--- src/rtl/pipe_stage_ctrl.sv ---
// -----------------------------------------------------------------------------
// pipe_stage_ctrl
//
// Pipeline controller for a single-clock core. It drives one clock enable and
// one valid flag per stage, instead of gating a separate clock per stage.
// Bit 0 is the fetch (youngest) stage. Bit STAGES-1 is writeback (oldest).
//
// The controller handles:
//   - a global active-low stall (stallb_en)
//   - per-stage stall requests; an older stall also holds every younger stage
//   - memory wait-state insertion through a down-counter (busy)
//   - a partial flush of the FLUSH_DEPTH youngest stages
//   - an interrupt drain that ends with a one-cycle irq_ack pulse
//
// Ports
//   clk           in   core clock; all state changes on the rising edge
//   reset         in   synchronous reset, active-low
//   stallb_en     in   global stall, active-low (0 holds every stage)
//   stg_stall_req in   per-stage stall request, bit i = stage i
//   mem_start     in   pulse that starts a memory access with wait states
//   mem_wait      in   wait-state count, sampled together with mem_start
//   flush         in   squash the valids of stages [FLUSH_DEPTH-1:0]
//   interrupt     in   level-sensitive interrupt request
//   irq_ack       out  one-cycle pulse: pipeline drained, vector may be taken
//   stg_en        out  per-stage clock enable (combinational)
//   stg_vld       out  per-stage valid (registered)
//   busy          out  wait-state counter is non-zero
// -----------------------------------------------------------------------------
module pipe_stage_ctrl #(
  parameter int STAGES      = 4,
  parameter int WAIT_WIDTH  = 4,
  parameter int FLUSH_DEPTH = 2
) (
  input  logic                  clk,
  input  logic                  reset,
  input  logic                  stallb_en,
  input  logic [STAGES-1:0]     stg_stall_req,
  input  logic                  mem_start,
  input  logic [WAIT_WIDTH-1:0] mem_wait,
  input  logic                  flush,
  input  logic                  interrupt,
  output logic                  irq_ack,
  output logic [STAGES-1:0]     stg_en,
  output logic [STAGES-1:0]     stg_vld,
  output logic                  busy
);

  typedef enum logic [1:0] {
    ST_RUN   = 2'd0,
    ST_WAIT  = 2'd1,
    ST_DRAIN = 2'd2,
    ST_ACK   = 2'd3
  } state_t;

  localparam logic [WAIT_WIDTH-1:0] CNT_ZERO = '0;
  localparam logic [WAIT_WIDTH-1:0] CNT_ONE  = WAIT_WIDTH'(1);

  state_t                state;
  logic [WAIT_WIDTH-1:0] wait_cnt;
  logic [WAIT_WIDTH-1:0] cnt_nxt;
  logic                  cnt_load;
  logic [STAGES-1:0]     hold;
  logic [STAGES-1:0]     vld_nxt;
  logic                  inject;
  logic                  older_stall;

  // busy and stg_en are both forced low while reset is asserted. The state
  // registers are not cleared until the reset edge, so they cannot be used
  // directly during that cycle.
  always_comb begin
    busy = reset & (wait_cnt != CNT_ZERO);
  end

  // Stage i is held by the global stall, by an active wait counter, or by a
  // stall request from stage i or from any older stage. Walking from the
  // oldest stage down accumulates that suffix-OR.
  always_comb begin
    hold        = '0;
    older_stall = 1'b0;
    for (int i = STAGES - 1; i >= 0; i--) begin
      older_stall = older_stall | stg_stall_req[i];
      hold[i]     = ~stallb_en | busy | older_stall;
    end
  end

  always_comb begin
    stg_en = reset ? ~hold : '0;
  end

  // The counter loads only from idle and only for a non-zero count.
  // A zero count therefore never produces a stall cycle, and a mem_start that
  // arrives while the counter is running is dropped.
  always_comb begin
    cnt_load = mem_start && (wait_cnt == CNT_ZERO) && (mem_wait != CNT_ZERO);
    if (cnt_load) begin
      cnt_nxt = mem_wait;
    end else if (wait_cnt != CNT_ZERO) begin
      cnt_nxt = wait_cnt - CNT_ONE;
    end else begin
      cnt_nxt = wait_cnt;
    end
  end

  // Fetch inserts real instructions only while the core is running normally.
  // During a drain it inserts bubbles, and the ACK cycle inserts one more.
  always_comb begin
    inject = (state == ST_RUN) || (state == ST_WAIT);
  end

  // Next valid vector.
  //   - An enabled stage takes its predecessor's valid if the predecessor also
  //     advances; otherwise it takes a bubble.
  //   - A held stage keeps its valid.
  //   - Flush then clears the youngest stages even when they are held.
  always_comb begin
    vld_nxt = stg_vld;
    if (stg_en[0]) begin
      vld_nxt[0] = inject;
    end
    for (int i = 1; i < STAGES; i++) begin
      if (stg_en[i]) begin
        vld_nxt[i] = stg_en[i-1] & stg_vld[i-1];
      end
    end
    if (flush) begin
      for (int i = 0; i < FLUSH_DEPTH; i++) begin
        vld_nxt[i] = 1'b0;
      end
    end
  end

  // ---- registered stage: valids, wait counter, control FSM ----
  always_ff @(posedge clk) begin
    if (!reset) begin
      state    <= ST_RUN;
      wait_cnt <= CNT_ZERO;
      stg_vld  <= '0;
      irq_ack  <= 1'b0;
    end else begin
      stg_vld  <= vld_nxt;
      wait_cnt <= cnt_nxt;
      irq_ack  <= 1'b0;
      case (state)
        ST_RUN: begin
          // A memory access wins over an interrupt in the same cycle. The
          // interrupt stays pending and is taken after the wait completes.
          if (cnt_load) begin
            state <= ST_WAIT;
          end else if (interrupt) begin
            state <= ST_DRAIN;
          end
        end
        ST_WAIT: begin
          if (cnt_nxt == CNT_ZERO) begin
            state <= ST_RUN;
          end
        end
        ST_DRAIN: begin
          // Check for empty after this edge's update, so that irq_ack and
          // the first all-empty valid vector appear together.
          if (vld_nxt == '0) begin
            state   <= ST_ACK;
            irq_ack <= 1'b1;
          end
        end
        ST_ACK: begin
          state <= ST_RUN;
        end
        default: begin
          state <= ST_RUN;
        end
      endcase
    end
  end

endmodule

--- config.mk ---
export PLATFORM = sky130hd
export DESIGN_NAME = pipe_stage_ctrl
export DESIGN_NICKNAME = d
export VERILOG_FILES = /design/src/rtl/pipe_stage_ctrl.sv
export SDC_FILE = /design/constraint.sdc
export NUM_CORES = 1
export LEC_CHECK = 0
export BUFFER_PORTS_ARGS = -buffer_cell sky130_fd_sc_hd__buf_2
export CAP_MARGIN = 15
export CORE_MARGIN = 3
export CORE_UTILIZATION = 45
export CTS_BUF_LIST = sky130_fd_sc_hd__clkbuf_16
export CTS_CLUSTER_SIZE = 12
export DETAILED_ROUTE_END_ITERATION = 16
export PLACE_DENSITY = 0.79
export SLEW_MARGIN = 15
export SYNTH_ARGS = -nofsm -noshare
export SYNTH_HDL_FRONTEND = slang
export SYNTH_SLANG_ARGS = --single-unit
--- constraint.sdc ---
create_clock -name clk -period 2.4 [get_ports clk]
set_clock_uncertainty 0.1 [all_clocks]
set_input_delay 0.48 -clock clk [delete_from_list [all_inputs] [get_ports clk]]
set_output_delay 0.48 -clock clk [all_outputs]
set_load 0.1 [all_outputs]
==> results.py, run 1 <==
metrics = {
    "layout": {
        "post-route-util_pct": 83.8,
        "drive_gt1_share_pct": 50.0,
        "n_fill_cell": 70,
        "nets": 120,
        "multiInputGateArea_um2": 418,
        "final_area_mm2": 0.00102,
        "regArea_um2": 225,
        "area_growth_pct": 60.4,
        "num_antenna_cells": 0,
    },
    "routing": {
        "num_vias": 674,
        "antenna_left": 0,
        "avgViaCountPerCell": 5.71,
        "drt-pass1-iter-count": 4,
        "post-route-drc-count": 0,
        "drt_first_iter_violations": 15,
        "wl_um": 1740,
        "wl_per_cell_um": 14.8,
    },
    "yosys": {
        "yosysTopAreaCell": "dfxtp_1",
        "synthXorXnorAreaFrac_pct": 0,
        "syn_area_per_cell_um2": 9.21,
        "synth_cells": 69,
        "synth.distinct_cells": 34,
        "ys_ff_latch": 11,
        "synthMuxAreaShare_pct": 1.57,
        "yosysWarnings": 0,
        "synth_edf_count": 0,
        "synth_top_family_by_area": "simple AND/OR/NAND/NOR gates",
        "synth_common_cells": "dfxtp_1 (11), and2_1 (5), nand2b_1 (5)",
        "ys_async_sr_fraction_pct": 0,
        "synthSimpleGateAreaFrac_pct": 34.1,
        "synth_compound_area_share_pct": 23.6,
        "syn_area_um2": 636,
        "synth_ff_type": "dfxtp_1",
        "ys_seq_area_share_pct": 34.6,
        "yosysMostFrequentCell": "dfxtp_1",
        "synthAdderAreaFrac_pct": 1.97,
        "synth_fp_nets": 84,
        "synthTopCellsByArea": "dfxtp_1 (35%), and2_1 (4.9%), nand2b_1 (4.9%)",
        "synth_top_area_share_pct": 34.6,
    },
    "clock_tree": {
        "clk_path_buf_depth": 2,
        "clk_pin_slew_ns": 0.04,
        "cts_root_buf": "clkbuf_16",
        "cts_tree": "done",
        "cts_sinks": 11,
        "clk_latency_ns": 0.24,
        "numCtsBuffers": 3,
        "htreeDepth": 1,
    },
    "sta": {
        "fin_crit_sh_pct": 102,
        "fmax_ghz": 0.408,
        "finalSetupTns_ns": -0.0635,
        "final_max_slew_viol_count": 0,
        "rsz0062_at_grt": "yes",
        "min_period_ns": 2.45,
        "max_slew_margin_pct": 54.3,
        "hold_violations": 0,
        "fin_ws_ns": -0.0508,
        "setup-violations-final": 2,
        "tightestPinTransition_ns": 0.677,
    },
    "worst_setup_path": {
        "r2r-end": "state[0]$_SDFFE_PN0P_",
        "cp-start-kind": "flip-flop",
        "crit_path_end_kind": "primary output",
        "cp_data_arrival_time_ns": 1.87,
        "required_ns": 1.82,
        "ff2ff_path_depth": 8,
        "crit_fanout": 2,
        "r2r_slack_ns": 0.27,
        "crit_type": "reg -> out",
        "critPathCapture": "stg_en[0]",
        "reg2reg_from": "wait_cnt[0]$_SDFF_PN0_",
        "crit_start": "wait_cnt[0]$_SDFF_PN0_",
    },
    "global_route": {
        "first_global_vias": 604,
        "grt_first_pass_wirelength_um": 2700,
        "antenna_found_initial": 0,
        "grt-ovfl-total": 0,
        "grt_max_degree": 12,
        "track_usage_pct": 19.2,
    },
    "power_and_ir_drop": {
        "p_per_area_mw_per_mm2": 1210,
        "p_seq_share_pct": 22.8,
        "ir_drop_mv": 0.791,
        "internal_power_uw": 749,
        "p_leak_uw": 0.000415,
        "clkPwrFrac_pct": 24.8,
        "p_switching_uw": 486,
        "swShare_pct": 39.4,
        "p_comb_share_pct": 52.3,
    },
    "floorplan": {
        "die_w_um": 43.6,
        "io-pin-count": 24,
        "dieArea_mm2": 0.00190,
        "rows": 12,
        "core_mm2": 0.00122,
        "start_util_pct": 52.3,
        "fp.dieH_um": 43.6,
    },
    "placement": {
        "numPortBuffers": 23,
        "place.detailed.hpwl_um": 1230,
        "gp_congestion": 0.750,
        "pre_cts_ws_ns": 0.183,
        "place_area_um2": 881,
    },
    "min_path": {
        "min_from": "stg_vld[2]$_SDFF_PN0_",
        "hold_path_class": "reg -> reg",
    },
    "run_status": {
        "failed_checks": "negative setup slack",
        "status": "finished, violations left",
    },
    "run": {
        "maxCapViolCount": 0,
    },
}
[cell usage in the layout (no fill, tap or decap), drive strengths merged, types with 2 or more instances in the layout]
master / Yosys / layout
nand3: 2 / 2
nand2: 4 / 4
or3b: 2 / 2
nor4: 2 / 2
nor2: 3 / 3
o21ai: 2 / 2
nor3: 4 / 4
a21oi: 4 / 4
nand3b: 3 / 3
clkbuf: 1 / 3
and2: 5 / 5
buf: 1 / 33
dfxtp: 11 / 11
inv: 3 / 3
a211oi: 3 / 3
a21boi: 3 / 3
nand2b: 5 / 5
[worst max-delay path: stages (launching register included)]
cell and delay (ns):
dfxtp_4 0.35, inv_4 0.06, ha_4 0.12, or3b_4 0.39
nor4_4 0.31, and2b_4 0.22, buf_12 0.17
[cell families after synthesis]
group | count (synthesis)
buf+inv | 5
flops | 11
simple gates | 32
compound gates | 19
fa+ha+maj | 1
mux | 1
[final cells by class]
cell class                      instances  share of cell area, %
Multi-Input combinational cell         53                   41.0
Sequential cell                        11                   22.1
Inverter                                3                   1.35
Tap cell                               14                   1.72
Clock inverter                          1                  0.491
Timing Repair Buffer                   33                   26.0
Clock buffer                            3                   7.36
[worst min-delay path by stage]
stage	end	slack (ns)	cells after the start
2_1_floorplan	state[1]$_SDFFE_PN0P_	0.37	2
3_3_place_gp	stg_vld[3]$_SDFF_PN0_	0.39	2
3_5_place_dp	stg_vld[2]$_SDFF_PN0_	0.41	2
4_1_cts	stg_vld[3]$_SDFF_PN0_	0.41	2
5_1_grt	stg_vld[3]$_SDFF_PN0_	0.43	2
6_report	stg_vld[3]$_SDFF_PN0_	0.41	2
[sequential cells by signal, summed over array words and instances (netlist names)]
name	flops
stg_vld	4
wait_cnt	4
state	2
irq_ack	1
[repair_timing]
action	in CTS	in global routing
pin swaps	3	2
resized for setup	3	0
endpoints found under the setup margin	3	3
hold buffers	0	0
buffers inserted	5	2
[power groups by stage]
| stage | clock network (µW) | registers (µW) | logic [µW] |
|---|---|---|---|
| after CTS | 310 | 277 | 607 |
| after detailed placement | 0 | 282 | 552 |
| after global placement | 0 | 279 | 540 |
| after global routing | 324 | 285 | 692 |
| after floorplan | 0 | 303 | 409 |
| final | 307 | 282 | 646 |
[through the flow]
| step | instances | hold WS, ns | power [µW] |
|---|---|---|---|
| after detailed placement | 107 | 0.409 | 835 |
| after floorplan | 69 | 0.370 | 712 |
| after global placement | 107 | 0.386 | 819 |
| after CTS | 116 | 0.414 | 1190 |
| final | 118 | 0.411 | 1230 |
| after global routing | 118 | 0.429 | 1300 |
[per-layer routing]
| metal | track usage, % | vias to the layer above | part of all wire [%] |
|---|---|---|---|
| met2 | 27.9 | 28 | 44 |
| met4 | 10.8 | 0 | 2.6 |
| li1 | - | 325 | - |
| met3 | 5.39 | 6 | 6.1 |
| met5 | 0 | - | 0 |
| met1 | 25.2 | 315 | 47 |
No activity file was read; power rests on OpenSTA's default activity.
==> run 2, diff against run 1 <==
ABC_AREA = 1   (was unset)
PLACE_DENSITY = 0.77   (was 0.79)
==> run 2 against run 1 <==
  * The flow now finishes without violations
  * Design area decreased by 0.25%
  * Non-clock buffer count shrank 8
  * First-iteration DRC count shrank 27%
  * Routed wire length is 1.8% higher
  * Synthesized cell count up 62%
  * Area after synthesis rose by 15%
  * Sequential share of layout area shrank 0.44 points
==> results.py, run 2 <==
metrics = {
    "sta": {
        "rsz0062_at_grt": "no",
        "finalSetupTns_ns": 0,
        "fin_crit_sh_pct": 93.5,
        "setup-violations-final": 0,
        "final_max_slew_viol_count": 0,
        "min_period_ns": 2.24,
        "fmax_ghz": 0.446,
        "hold_violations": 0,
        "fin_ws_ns": 0.156,
        "max_slew_margin_pct": 67.8,
        "tightestPinTransition_ns": 0.486,
    },
    "layout": {
        "final_area_mm2": 0.00102,
        "instances_no_fill": 155,
        "nets": 156,
        "num_antenna_cells": 0,
        "layout_commonest_cell": "nand2_1",
        "layout_common_cells": "nand2_1 (25), buf_2 (19), nor2_1 (17), inv_1 (16)",
        "reg_top3": "stg_vld x4, wait_cnt x4, state x2",
        "area_growth_pct": 39.0,
        "post-route-util_pct": 71.9,
        "drive_gt1_share_pct": 32.1,
    },
    "power_and_ir_drop": {
        "p_per_area_mw_per_mm2": 1270,
        "p_seq_share_pct": 21.5,
        "clkPwrFrac_pct": 23.6,
        "p_comb_share_pct": 54.9,
        "swShare_pct": 47.8,
        "p_switching_uw": 618,
        "internal_power_uw": 675,
        "p_leak_uw": 0.000511,
        "ir_drop_mv": 0.815,
    },
    "routing": {
        "post-route-drc-count": 0,
        "wl_um": 1780,
        "avgViaCountPerCell": 5.17,
        "num_vias": 802,
        "drt-pass1-iter-count": 4,
        "wl_per_cell_um": 11.5,
        "drt_first_iter_violations": 11,
        "antenna_left": 0,
    },
    "global_route": {
        "antenna_found_initial": 0,
        "grt_first_pass_wirelength_um": 2810,
        "first_global_vias": 684,
        "track_usage_pct": 18.1,
        "grt-ovfl-total": 0,
        "grt_max_degree": 10,
    },
    "yosys": {
        "ys_ff_latch": 11,
        "synth_common_cells": "nand2_1 (25), nor2_1 (19), inv_1 (16)",
        "synth_edf_count": 0,
        "synth.distinct_cells": 22,
        "ys_seq_area_share_pct": 30.1,
        "syn_area_per_cell_um2": 6.54,
        "synth_fp_nets": 127,
        "synthTopCellsByArea": "dfxtp_1 (30%), nand2_1 (13%), nor2_1 (9.7%)",
        "synth_top_area_share_pct": 30.1,
        "synth_ff_type": "dfxtp_1",
        "synth_cells": 112,
        "yosysMostFrequentCell": "nand2_1",
        "yosysTopAreaCell": "dfxtp_1",
        "yosysWarnings": 0,
        "syn_area_um2": 732,
        "ys_async_sr_fraction_pct": 0,
    },
    "clock_tree": {
        "htreeDepth": 1,
        "numCtsBuffers": 3,
        "post_cts_resized": 0,
        "postCtsSetupBuffers": 0,
        "hold_buffers": 0,
        "clk_pin_slew_ns": 0.04,
        "cts_sinks": 11,
        "cts_tree": "done",
        "clk_latency_ns": 0.24,
        "cts_root_buf": "clkbuf_16",
        "clk_path_buf_depth": 2,
    },
    "floorplan": {
        "start_util_pct": 51.7,
        "io-pin-count": 24,
        "core_mm2": 0.00142,
        "rows": 13,
        "dieArea_mm2": 0.00215,
        "fp.dieH_um": 46.3,
        "die_w_um": 46.3,
    },
    "worst_setup_path": {
        "r2r_slack_ns": 0.48,
        "required_ns": 1.82,
        "crit_fanout": 7,
        "crit_type": "reg -> out",
        "crit_path_end_kind": "primary output",
        "cp-start-kind": "flip-flop",
        "cp_data_arrival_time_ns": 1.66,
    },
    "placement": {
        "gp_congestion": 0.835,
        "place_inst": 151,
        "place_area_um2": 935,
        "pre_cts_ws_ns": 0.382,
        "numPortBuffers": 23,
        "place.detailed.hpwl_um": 1380,
    },
    "run_status": {
        "status": "finished clean",
    },
    "min_path": {
        "hold_path_class": "reg -> reg",
    },
    "run": {
        "maxCapViolCount": 0,
    },
}
-- run 2: changes by cell type in the layout (fill, tap and decap cells not counted), moves of 8 or more --
cell	before	now
nand3_1	2	11
buf_4	10	2
inv_1	1	16
nand2_1	4	25
nor2_1	2	17
-- run 2: worst paths after layout --
| check | startpoint | to | depth (start not counted) |
|---|---|---|---|
| max | wait_cnt[0]$_SDFF_PN0_ | stg_en[2] | 7 |
| min | stg_vld[3]$_SDFF_PN0_ | stg_vld[3]$_SDFF_PN0_ | 2 |
| max reg2reg | wait_cnt[0]$_SDFF_PN0_ | state[0]$_SDFFE_PN0P_ | 13 |
| min reg2reg | stg_vld[3]$_SDFF_PN0_ | stg_vld[3]$_SDFF_PN0_ | 2 |
-- run 2: per-layer routing --
layer / GRT usage [%] / vias to the layer above / wire (µm)
li1: - / 418 / -
met1: 21.9 / 350 / 754
met2: 29.4 / 30 / 878
met3: 5.86 / 4 / 124
met4: 6.82 / 0 / 19
met5: 0 / - / 0
-- run 2: stage by stage --
| step | total power (µW) | hold WS, ns |
|---|---|---|
| 2_1_floorplan | 845 | 0.359 |
| 3_3_place_gp | 954 | 0.375 |
| 3_5_place_dp | 974 | 0.381 |
| 4_1_cts | 1290 | 0.388 |
| 5_1_grt | 1390 | 0.409 |
| 6_report | 1290 | 0.386 |
-- run 2: cells by family (layout without fill, tap and decap cells) --
kind of cell	Yosys count	count (layout)	synth area share, %
simple gates	71	71	47.9
buf+inv	18	46	10.3
compound gates	11	11	10.1
flops	11	11	30.1
fa+ha+maj	1	1	1.71
-- run 2: final cells by class --
| class | instances | area (µm²) |
|---|---|---|
| Tap cell | 15 | 18.8 |
| Clock buffer | 3 | 75.1 |
| Sequential cell | 11 | 220 |
| Clock inverter | 1 | 5.00 |
| Fill cell | 108 | 398 |
| Multi-Input combinational cell | 83 | 444 |
| Inverter | 17 | 63.8 |
| Timing Repair Buffer | 25 | 190 |
-- run 2: worst max-delay path, stage by stage, from the launching register on --
cell and delay (ns):
dfxtp_1 0.30, inv_1 0.11, ha_2 0.27, nand2_2 0.09
nor2_2 0.19, nand4_1 0.15, inv_1 0.12, buf_12 0.18
-- run 2: power by group through the flow --
stage          clock [µW]  combinational (µW)  sequential, µW
2_1_floorplan           0                 539             305
3_3_place_gp            0                 677             278
3_5_place_dp            0                 695             280
4_1_cts               309                 702             276
5_1_grt               321                 784             281
6_report              304                 710             278
